## src/rtl/execute_stage_if.sv

```systemverilog
// execute_stage_if: bundles the decode-side request, the forwarding inputs and
// the memory-side result of the execute stage.
//   master : the producer of instructions / consumer of results (decode + memory side)
//   slave  : the execute stage itself
// Signal names keep their i_/o_ prefixes as seen from the execute stage.
interface execute_stage_if #(
  parameter int DATA_WIDTH = 32,
  parameter int PC_WIDTH   = 32
);
  logic                  i_valid;
  logic                  o_ready;
  logic                  i_flush;
  logic [DATA_WIDTH-1:0] i_rs1_data;
  logic [DATA_WIDTH-1:0] i_rs2_data;
  logic [1:0]            i_fwd_sel_a;
  logic [1:0]            i_fwd_sel_b;
  logic [DATA_WIDTH-1:0] i_fwd_mem_data;
  logic [DATA_WIDTH-1:0] i_fwd_wb_data;
  logic [DATA_WIDTH-1:0] i_imm;
  logic [PC_WIDTH-1:0]   i_pc;
  logic                  i_alu_src_sel;
  logic [3:0]            i_alu_op;
  logic                  i_mdu_en;
  logic [1:0]            i_mdu_op;
  logic                  i_branch;
  logic [2:0]            i_branch_cond;
  logic                  i_jump;
  logic                  i_ready;
  logic                  o_valid;
  logic [DATA_WIDTH-1:0] o_result;
  logic [DATA_WIDTH-1:0] o_store_data;
  logic                  o_zero_flag;
  logic                  o_branch_taken;
  logic [PC_WIDTH-1:0]   o_pc_target;
  logic                  o_mdu_busy;

  modport master (
    output i_valid, i_flush, i_rs1_data, i_rs2_data, i_fwd_sel_a, i_fwd_sel_b,
           i_fwd_mem_data, i_fwd_wb_data, i_imm, i_pc, i_alu_src_sel, i_alu_op,
           i_mdu_en, i_mdu_op, i_branch, i_branch_cond, i_jump, i_ready,
    input  o_ready, o_valid, o_result, o_store_data, o_zero_flag, o_branch_taken,
           o_pc_target, o_mdu_busy
  );

  modport slave (
    input  i_valid, i_flush, i_rs1_data, i_rs2_data, i_fwd_sel_a, i_fwd_sel_b,
           i_fwd_mem_data, i_fwd_wb_data, i_imm, i_pc, i_alu_src_sel, i_alu_op,
           i_mdu_en, i_mdu_op, i_branch, i_branch_cond, i_jump, i_ready,
    output o_ready, o_valid, o_result, o_store_data, o_zero_flag, o_branch_taken,
           o_pc_target, o_mdu_busy
  );
endinterface

```

## src/rtl/execute_stage.sv

```systemverilog
// execute_stage: RISC-V execute stage. Forwarding operand muxes, single-cycle
// ALU, branch resolution, PC target adder and an optional iterative MUL/DIV
// unit. Results sit in a registered output stage behind a valid/ready link.
// Ports:
//   i_clk   - rising-edge clock
//   i_reset - asynchronous active-high reset
//   bus     - execute_stage_if.slave: decode request, forwarding data,
//             memory-side handshake and registered results
//
// state     | meaning
// S_IDLE    | accepting instructions; ALU/branch/jump results load directly
// S_MDU_RUN | one multiply or divide step per cycle, cnt_q counts down
// S_DONE    | MDU result waits for a free output register, then back to idle
module execute_stage #(
  parameter int DATA_WIDTH = 32,
  parameter int PC_WIDTH   = 32,
  parameter int ENABLE_MDU = 1
) (
  input logic            i_clk,
  input logic            i_reset,
  execute_stage_if.slave bus
);
  localparam int SHW = $clog2(DATA_WIDTH);
  localparam logic [SHW-1:0] CNT_INIT = SHW'(DATA_WIDTH - 1);

  typedef enum logic [1:0] {S_IDLE = 2'd0, S_MDU_RUN = 2'd1, S_DONE = 2'd2} state_t;

  state_t                state_q, state_d;
  logic                  valid_q, valid_d;
  logic [DATA_WIDTH-1:0] result_q, result_d;
  logic [DATA_WIDTH-1:0] store_q, store_d;
  logic                  zero_q, zero_d;
  logic                  taken_q, taken_d;
  logic [PC_WIDTH-1:0]   target_q, target_d;
  logic                  busy_q, busy_d;
  logic [SHW-1:0]        cnt_q, cnt_d;
  logic [1:0]            mop_q, mop_d;
  logic [DATA_WIDTH-1:0] hi_q, hi_d;
  logic [DATA_WIDTH-1:0] lo_q, lo_d;
  logic [DATA_WIDTH-1:0] mcand_q, mcand_d;
  logic [DATA_WIDTH-1:0] mstore_q, mstore_d;
  logic [PC_WIDTH-1:0]   mtarget_q, mtarget_d;

  logic [DATA_WIDTH-1:0] fwd_a, fwd_b, op_a, op_b;
  logic [DATA_WIDTH-1:0] sum, alu_result, ex_result, link, mdu_result;
  logic signed [DATA_WIDTH-1:0] imm_s;
  logic [PC_WIDTH-1:0]   pc_target;
  logic                  cond, ex_taken, mdu_req, accept, ready;
  logic [DATA_WIDTH:0]   mul_sum, div_shift, div_diff;
  logic                  div_ok;

  assign ready   = !i_reset && !busy_q && (!valid_q || bus.i_ready) && !bus.i_flush;
  assign accept  = bus.i_valid && ready;
  assign mdu_req = (ENABLE_MDU != 0) && bus.i_mdu_en;

  assign bus.o_ready        = ready;
  assign bus.o_valid        = valid_q;
  assign bus.o_result       = result_q;
  assign bus.o_store_data   = store_q;
  assign bus.o_zero_flag    = zero_q;
  assign bus.o_branch_taken = taken_q;
  assign bus.o_pc_target    = target_q;
  assign bus.o_mdu_busy     = busy_q;

  // Operand selection, ALU and branch resolution
  always_comb begin
    case (bus.i_fwd_sel_a)
      2'd1:    fwd_a = bus.i_fwd_mem_data;
      2'd2:    fwd_a = bus.i_fwd_wb_data;
      default: fwd_a = bus.i_rs1_data;
    endcase
    case (bus.i_fwd_sel_b)
      2'd1:    fwd_b = bus.i_fwd_mem_data;
      2'd2:    fwd_b = bus.i_fwd_wb_data;
      default: fwd_b = bus.i_rs2_data;
    endcase
    op_a = fwd_a;
    op_b = bus.i_alu_src_sel ? bus.i_imm : fwd_b;
    sum  = op_a + op_b;

    case (bus.i_alu_op)
      4'd1:    alu_result = op_a - op_b;
      4'd2:    alu_result = op_a & op_b;
      4'd3:    alu_result = op_a | op_b;
      4'd4:    alu_result = op_a ^ op_b;
      4'd5:    alu_result = op_a << op_b[SHW-1:0];
      4'd6:    alu_result = op_a >> op_b[SHW-1:0];
      4'd7:    alu_result = DATA_WIDTH'($signed(op_a) >>> op_b[SHW-1:0]);
      4'd8:    alu_result = {{(DATA_WIDTH-1){1'b0}}, ($signed(op_a) < $signed(op_b))};
      4'd9:    alu_result = {{(DATA_WIDTH-1){1'b0}}, (op_a < op_b)};
      default: alu_result = sum;
    endcase

    // Branches compare the forwarded registers, never the immediate.
    case (bus.i_branch_cond)
      3'd0:    cond = (fwd_a == fwd_b);
      3'd1:    cond = (fwd_a != fwd_b);
      3'd4:    cond = ($signed(fwd_a) < $signed(fwd_b));
      3'd5:    cond = !($signed(fwd_a) < $signed(fwd_b));
      3'd6:    cond = (fwd_a < fwd_b);
      3'd7:    cond = !(fwd_a < fwd_b);
      default: cond = 1'b0;
    endcase

    imm_s     = bus.i_imm;
    pc_target = bus.i_pc + PC_WIDTH'(imm_s);
    link      = DATA_WIDTH'(bus.i_pc + PC_WIDTH'(4));
    ex_taken  = bus.i_jump || (bus.i_branch && cond);

    // MDU requests only reach this path when the MDU is not built; they add.
    if (bus.i_jump)        ex_result = link;
    else if (bus.i_mdu_en) ex_result = sum;
    else                   ex_result = alu_result;
  end

  // MDU datapath. hi/lo hold accumulator+multiplier for MUL and
  // remainder+quotient for DIV. A zero divisor needs no special case: every
  // trial subtract succeeds, giving all-ones quotient and remainder = dividend.
  always_comb begin
    mul_sum   = {1'b0, hi_q} + (lo_q[0] ? {1'b0, mcand_q} : '0);
    div_shift = {hi_q, lo_q[DATA_WIDTH-1]};
    div_ok    = (div_shift >= {1'b0, mcand_q});
    div_diff  = div_shift - {1'b0, mcand_q};
    case (mop_q)
      2'd0:    mdu_result = lo_q;
      2'd1:    mdu_result = hi_q;
      2'd2:    mdu_result = lo_q;
      default: mdu_result = hi_q;
    endcase
  end

  always_comb begin
    state_d   = state_q;
    valid_d   = valid_q;
    result_d  = result_q;
    store_d   = store_q;
    zero_d    = zero_q;
    taken_d   = taken_q;
    target_d  = target_q;
    busy_d    = busy_q;
    cnt_d     = cnt_q;
    mop_d     = mop_q;
    hi_d      = hi_q;
    lo_d      = lo_q;
    mcand_d   = mcand_q;
    mstore_d  = mstore_q;
    mtarget_d = mtarget_q;

    if (valid_q && bus.i_ready) valid_d = 1'b0;

    case (state_q)
      S_IDLE: begin
        if (accept) begin
          if (mdu_req) begin
            hi_d      = '0;
            lo_d      = op_a;
            mcand_d   = op_b;
            mop_d     = bus.i_mdu_op;
            mstore_d  = fwd_b;
            mtarget_d = pc_target;
            cnt_d     = CNT_INIT;
            busy_d    = 1'b1;
            state_d   = S_MDU_RUN;
          end else begin
            valid_d  = 1'b1;
            result_d = ex_result;
            store_d  = fwd_b;
            zero_d   = (ex_result == '0);
            taken_d  = ex_taken;
            target_d = pc_target;
          end
        end
      end
      S_MDU_RUN: begin
        if (mop_q[1]) begin
          hi_d = div_ok ? div_diff[DATA_WIDTH-1:0] : div_shift[DATA_WIDTH-1:0];
          lo_d = {lo_q[DATA_WIDTH-2:0], div_ok};
        end else begin
          hi_d = mul_sum[DATA_WIDTH:1];
          lo_d = {mul_sum[0], lo_q[DATA_WIDTH-1:1]};
        end
        cnt_d = cnt_q - SHW'(1);
        if (cnt_q == '0) state_d = S_DONE;
      end
      S_DONE: begin
        if (!valid_q || bus.i_ready) begin
          valid_d  = 1'b1;
          result_d = mdu_result;
          store_d  = mstore_q;
          zero_d   = (mdu_result == '0);
          taken_d  = 1'b0;
          target_d = mtarget_q;
          busy_d   = 1'b0;
          state_d  = S_IDLE;
        end
      end
      default: state_d = S_IDLE;
    endcase

    if (bus.i_flush) begin
      valid_d = 1'b0;
      busy_d  = 1'b0;
      state_d = S_IDLE;
    end
  end

  always_ff @(posedge i_clk or posedge i_reset) begin
    if (i_reset) begin
      state_q   <= S_IDLE;
      valid_q   <= 1'b0;
      result_q  <= '0;
      store_q   <= '0;
      zero_q    <= 1'b0;
      taken_q   <= 1'b0;
      target_q  <= '0;
      busy_q    <= 1'b0;
      cnt_q     <= '0;
      mop_q     <= '0;
      hi_q      <= '0;
      lo_q      <= '0;
      mcand_q   <= '0;
      mstore_q  <= '0;
      mtarget_q <= '0;
    end else begin
      state_q   <= state_d;
      valid_q   <= valid_d;
      result_q  <= result_d;
      store_q   <= store_d;
      zero_q    <= zero_d;
      taken_q   <= taken_d;
      target_q  <= target_d;
      busy_q    <= busy_d;
      cnt_q     <= cnt_d;
      mop_q     <= mop_d;
      hi_q      <= hi_d;
      lo_q      <= lo_d;
      mcand_q   <= mcand_d;
      mstore_q  <= mstore_d;
      mtarget_q <= mtarget_d;
    end
  end
endmodule

```

## src/flat_wrapper.sv

```systemverilog
// flat-port wrapper written by rule: the top's interface ports become plain ports
module execute_stage_flat 
#(
  parameter int DATA_WIDTH = 32,
  parameter int PC_WIDTH   = 32,
  parameter int ENABLE_MDU = 1
)
  (i_clk, i_reset, bus_i_valid, bus_i_flush, bus_i_rs1_data, bus_i_rs2_data, bus_i_fwd_sel_a, bus_i_fwd_sel_b, bus_i_fwd_mem_data, bus_i_fwd_wb_data, bus_i_imm, bus_i_pc, bus_i_alu_src_sel, bus_i_alu_op, bus_i_mdu_en, bus_i_mdu_op, bus_i_branch, bus_i_branch_cond, bus_i_jump, bus_i_ready, bus_o_ready, bus_o_valid, bus_o_result, bus_o_store_data, bus_o_zero_flag, bus_o_branch_taken, bus_o_pc_target, bus_o_mdu_busy);
  execute_stage_if #(.DATA_WIDTH(DATA_WIDTH), .PC_WIDTH(PC_WIDTH)) bus_i ();
  input logic i_clk;
  input logic i_reset;
  input wire logic [$bits(bus_i.i_valid)-1:0] bus_i_valid;
  input wire logic [$bits(bus_i.i_flush)-1:0] bus_i_flush;
  input wire logic [$bits(bus_i.i_rs1_data)-1:0] bus_i_rs1_data;
  input wire logic [$bits(bus_i.i_rs2_data)-1:0] bus_i_rs2_data;
  input wire logic [$bits(bus_i.i_fwd_sel_a)-1:0] bus_i_fwd_sel_a;
  input wire logic [$bits(bus_i.i_fwd_sel_b)-1:0] bus_i_fwd_sel_b;
  input wire logic [$bits(bus_i.i_fwd_mem_data)-1:0] bus_i_fwd_mem_data;
  input wire logic [$bits(bus_i.i_fwd_wb_data)-1:0] bus_i_fwd_wb_data;
  input wire logic [$bits(bus_i.i_imm)-1:0] bus_i_imm;
  input wire logic [$bits(bus_i.i_pc)-1:0] bus_i_pc;
  input wire logic [$bits(bus_i.i_alu_src_sel)-1:0] bus_i_alu_src_sel;
  input wire logic [$bits(bus_i.i_alu_op)-1:0] bus_i_alu_op;
  input wire logic [$bits(bus_i.i_mdu_en)-1:0] bus_i_mdu_en;
  input wire logic [$bits(bus_i.i_mdu_op)-1:0] bus_i_mdu_op;
  input wire logic [$bits(bus_i.i_branch)-1:0] bus_i_branch;
  input wire logic [$bits(bus_i.i_branch_cond)-1:0] bus_i_branch_cond;
  input wire logic [$bits(bus_i.i_jump)-1:0] bus_i_jump;
  input wire logic [$bits(bus_i.i_ready)-1:0] bus_i_ready;
  output wire logic [$bits(bus_i.o_ready)-1:0] bus_o_ready;
  output wire logic [$bits(bus_i.o_valid)-1:0] bus_o_valid;
  output wire logic [$bits(bus_i.o_result)-1:0] bus_o_result;
  output wire logic [$bits(bus_i.o_store_data)-1:0] bus_o_store_data;
  output wire logic [$bits(bus_i.o_zero_flag)-1:0] bus_o_zero_flag;
  output wire logic [$bits(bus_i.o_branch_taken)-1:0] bus_o_branch_taken;
  output wire logic [$bits(bus_i.o_pc_target)-1:0] bus_o_pc_target;
  output wire logic [$bits(bus_i.o_mdu_busy)-1:0] bus_o_mdu_busy;
  assign bus_i.i_valid = bus_i_valid;
  assign bus_i.i_flush = bus_i_flush;
  assign bus_i.i_rs1_data = bus_i_rs1_data;
  assign bus_i.i_rs2_data = bus_i_rs2_data;
  assign bus_i.i_fwd_sel_a = bus_i_fwd_sel_a;
  assign bus_i.i_fwd_sel_b = bus_i_fwd_sel_b;
  assign bus_i.i_fwd_mem_data = bus_i_fwd_mem_data;
  assign bus_i.i_fwd_wb_data = bus_i_fwd_wb_data;
  assign bus_i.i_imm = bus_i_imm;
  assign bus_i.i_pc = bus_i_pc;
  assign bus_i.i_alu_src_sel = bus_i_alu_src_sel;
  assign bus_i.i_alu_op = bus_i_alu_op;
  assign bus_i.i_mdu_en = bus_i_mdu_en;
  assign bus_i.i_mdu_op = bus_i_mdu_op;
  assign bus_i.i_branch = bus_i_branch;
  assign bus_i.i_branch_cond = bus_i_branch_cond;
  assign bus_i.i_jump = bus_i_jump;
  assign bus_i.i_ready = bus_i_ready;
  assign bus_o_ready = bus_i.o_ready;
  assign bus_o_valid = bus_i.o_valid;
  assign bus_o_result = bus_i.o_result;
  assign bus_o_store_data = bus_i.o_store_data;
  assign bus_o_zero_flag = bus_i.o_zero_flag;
  assign bus_o_branch_taken = bus_i.o_branch_taken;
  assign bus_o_pc_target = bus_i.o_pc_target;
  assign bus_o_mdu_busy = bus_i.o_mdu_busy;
  execute_stage #(.DATA_WIDTH(DATA_WIDTH), .PC_WIDTH(PC_WIDTH), .ENABLE_MDU(ENABLE_MDU)) u_core (.i_clk(i_clk), .i_reset(i_reset), .bus(bus_i));
endmodule
```

## config.mk

```make
export PLATFORM = sky130hd
export DESIGN_NAME = execute_stage_flat
export DESIGN_NICKNAME = d
export VERILOG_FILES = /design/src/rtl/execute_stage_if.sv /design/src/rtl/execute_stage.sv /design/src/flat_wrapper.sv
export SDC_FILE = /design/constraint.sdc
export NUM_CORES = 2
export LEC_CHECK = 0
export ABC_CLOCK_PERIOD_IN_PS = 21900
export CORE_ASPECT_RATIO = 0.6
export CORE_UTILIZATION = 36
export DETAILED_ROUTE_END_ITERATION = 7
export MAX_ROUTING_LAYER = met4
export SLEW_MARGIN = 0
export SYNTH_ARGS = -nofsm -noshare
export SYNTH_HDL_FRONTEND = slang
export SYNTH_SLANG_ARGS = --single-unit
```

## constraint.sdc

```tcl
create_clock -name i_clk -period 21.9 [get_ports i_clk]
set_input_delay 4.38 -clock i_clk [delete_from_list [all_inputs] [get_ports i_clk]]
set_output_delay 4.38 -clock i_clk [all_outputs]
set_load 0.01 [all_outputs]
```

==> metrics.md <==
| Metric | Value |
|---|---|
| Internal cell power | around 1.7 mW |
| Yosys top cell area share | a little under a quarter |
| Core area | 79600 µm² |
| Syn_area_per_cell | 7.48 µm² |
| Placed cell areas | 33300 µm² |
| Routed Antenna Nets | 0 |
| CTS sink cnt | 269 |
| Sw power | 1.72 mW |
| Yosys Warn Count | 0 |
| Slowest cell on the critical path | nor4b_1 |
| Std cell rows | 80 |
| Slowest stage delay, CP | 0.60 ns |
| Synth Flop Type | dfrtp_1 |
| Minimum clock period | 11.09 ns |
| Largest net degree at the start of global routing | 99 |
| Peak supply drop | 104 µV |
| Post-synth ARST share | 100% |
| Port buffer count | around 310 |
| Vias per inst | 6.34 |
| Sum of negative setup slack | 0 ns |
| Sw Share | between 40% and 50% |
| Clock Pin Slew Worst Setup and Hold Paths | ~0.070 ns |
| Hold path cells | 2 |
| Nets | 4532 |
| Number of H-tree levels | 1 |
| Synth cell types | 93 |
| Fillers | 8197 |
| Cells after Synth | 3873 |
| Design area | 34400 µm² |
| Logic pwr share | 59.3% |
| Non-filler cells, final | a little over 5000 |
| Crit Path Category | in2reg |
| P_leak | about 15 nW |
| Initial antenna violation count | 19 |
| Post-Syn Area | 29000 µm² |
| Die area | approximately 82000 µm² |
| Vias in the first global route | just under 30000 |
| DP Wirelength | 131000 µm |
| Worst reg2reg endpoint | u_core.hi_q[31] |
| Chip height | 222 µm |
| PnR Total Power | about 3.4 mW |
| Slew Viols, Final | 0 |
| Area added between synthesis and finish | 18.7% |
| Cell taking the most area after synthesis | dfrtp_1 |
| GP Congestion | 1.13 |
| Critical Path RT | 22.47 ns |
| Synth top area cells | dfrtp_1 (23%), ha_1 (10%), nand2_1 (6.7%) |
| CTS tree | yes |
| Worst reg2reg setup slack | 16.33 ns |
| I/O pin count | 315 |
| DR DRC count | 0 |
| Root buf cell | clkbuf_16 |
| Place WS | 10.46 ns |
| Critical path cell sequence | clkdlybuf4s50_1, inv_1, ha_1, buf_4, nand2b_1, o221ai_4, buf_4, inv_4, ha_1, fa_1, nor2b_1, o31a_1, o221ai_1, o211ai_1, nand2_1, xnor2_1, a221o_1, o221ai_1, nand4_1, nor4b_1, nand4_1, or4_1, o21ai_1 |
| Final setup viols | 0 |
| Top cells by instance count after synthesis | nand2_1 (516), nor2_1 (378), o21ai_0 (358), a21oi_1 (324), dfrtp_1 (269) |
| Most common cell in the netlist | nand2_1 |
| Final hold slack | ~0.47 ns |
| Overflow after GRT | 0 |
| Fmax achieved | 0.0902 GHz |
| TritonCTS Buffers | 31 |
| Worst Path Arrival | 11.66 ns |
| Total number of vias | 32915 |
| Share of layout cells above drive strength 1 | under 10% |
| FF+latch count, synth | ~270 |
| Total power per unit cell area | 100 nW/µm² |
| Worst Path Max Fanout | 50 |
| Sequential power share | between 20% and 30% |
| Worst r2r src | u_core.lo_q[0] |
| Skew-Pair Late Insertion Delay | 0.67 ns |
| DIE WIDTH | 368 µm |
| CTS Hold Buffers Added | 0 |
| Critical Path Source Type | primary input |
| Setup ws final | approximately 11 ns |
| Starting Density | 36.4% |
| Util after Layout | 43.2% |
| Global Route Usage Sum | 40.0% |
| Iteration-0 DRC Markers | 4895 |
| Final wirelength | 164000 µm |
| Wire per inst | 31.6 µm |
| Sequential area share after synthesis | 23.2% |
| Worst r2r path cells | 17 |
| Max_cap viols | 0 |
| Tcrit/Tclk final | between 50% and 60% |
| RSZ-0062 raised after global routing | false |
| Final Hold Viols | 0 |
| Status | complete, no violations |
| Setup Buffers After CTS | 0 |
| Worst setup EP type | flip-flop |
| First-pass detailed-route iteration total | 7 |
| Post-synth EDFFs | 0 |
| Worst-Margin Slew | ~1.2 ns |
| Clock Path Buffers | 3 |
| Hold path start | u_core.bus.o_result[24] |
| Slew margin rel. | 21.5% |
| Syn Nets | 4323 |
| Dpl cells | 5115 |
| Cts repair resizes | 0 |
| First-pass GRT wire length | 229000 µm |
| Clk network pwr share | 16.3% |
| Final Skew | 0.0303 ns |
| Hold Path Sink | u_core.bus.o_result[24] |
| Worst min-delay path class | reg2reg |
[per-layer routing]
metal,routed length (µm),vias up,global-route usage [%]
li1,-,14559,-
met4,4620,0,10.0
met5,0,-,-
met2,57400,2107,46.2
met3,25500,203,17.7
met1,76700,16046,59.8
[cells by family (layout without fill, tap and decap cells)]
kind of cell / Yosys count / after routing / share of synthesized area, %
flops: 269 / 269 / 23.2
mux: 188 / 188 / 6.73
simple gates: 1284 / 1284 / 19.7
xor+xnor: 147 / 147 / 4.45
compound gates: 1345 / 1345 / 29.8
buf+inv: 404 / 637 / 5.72
other cells: 0 / 18 / 0
fa+ha+maj: 236 / 236 / 10.3
[final cells by class]
type,instances,area (µm²),area share [%]
Multi-Input combinational cell,3200,20700,60.2
Clock buffer,39,856,2.49
Clock inverter,18,178,0.517
Sequential cell,269,6730,19.6
Antenna cell,18,45.0,0.131
Tap cell,1066,1330,3.88
Inverter,160,613,1.78
Timing Repair Buffer,420,3930,11.4
[sequential cells by signal (all words and copies together), names as in the netlist]
register                   cells
u_core.bus.o_pc_target        32
u_core.bus.o_branch_taken      1
u_core.bus.o_mdu_busy          1
u_core.bus.o_result           32
u_core.lo_q                   32
u_core.mstore_q               32
u_core.mtarget_q              32
u_core.bus.o_zero_flag         1
u_core.hi_q                   32
u_core.bus.o_store_data       32
u_core.mcand_q                32
u_core.state_q                 2
u_core.bus.o_valid             1
u_core.cnt_q                   5
u_core.mop_q                   2
[worst max path at each step]
stage,startpoint,cells past startpoint,endpoint
floorplan,i_reset,1,u_core.bus.o_branch_taken
global placement,bus_i_fwd_sel_b[0],23,u_core.bus.o_zero_flag
detailed placement,bus_i_fwd_sel_b[0],23,u_core.bus.o_zero_flag
CTS,bus_i_fwd_sel_b[0],23,u_core.bus.o_zero_flag
global route,bus_i_fwd_sel_b[0],23,u_core.bus.o_zero_flag
finish,bus_i_fwd_sel_b[0],23,u_core.bus.o_zero_flag
[critical path, delay by kind of cell]
kind / cells / cell delay [ns]
xor+xnor: 1 / 0.17
simple gates: 7 / 2.03
compound gates: 7 / 2.02
buf+inv: 5 / 1.89
fa+ha+maj: 3 / 1.11
[power by group through the flow]
stage,Combinational (mW),Clock (mW),Sequential (mW)
after floorplan,1.24,0,0.784
after global placement,1.95,0,0.837
after detailed placement,1.95,0,0.839
after CTS,1.96,0.569,0.831
after global routing,2.17,0.585,0.854
final,2.04,0.563,0.840
[cell usage in the layout, fill, tap and decap left out, types with 41 or more instances in the layout]
cell type	Yosys	final
dfrtp_1	269	267
buf_4	7	106
a31oi_1	46	45
a211oi_1	79	79
and2_1	47	47
nand4_1	51	51
nor3_1	54	52
xor2_1	54	54
xnor2_1	93	93
nand3_1	62	62
o21ai_0	358	354
ha_1	231	230
o22ai_1	63	63
clkdlybuf4s50_1	0	313
a22oi_1	53	53
a221o_1	45	45
a21o_1	65	65
nor2_1	378	376
nor2b_1	43	41
a21oi_1	324	324
nand2_1	516	516
mux2i_1	159	159
inv_1	152	151
Note: power is estimated with default switching activity, not from simulation.
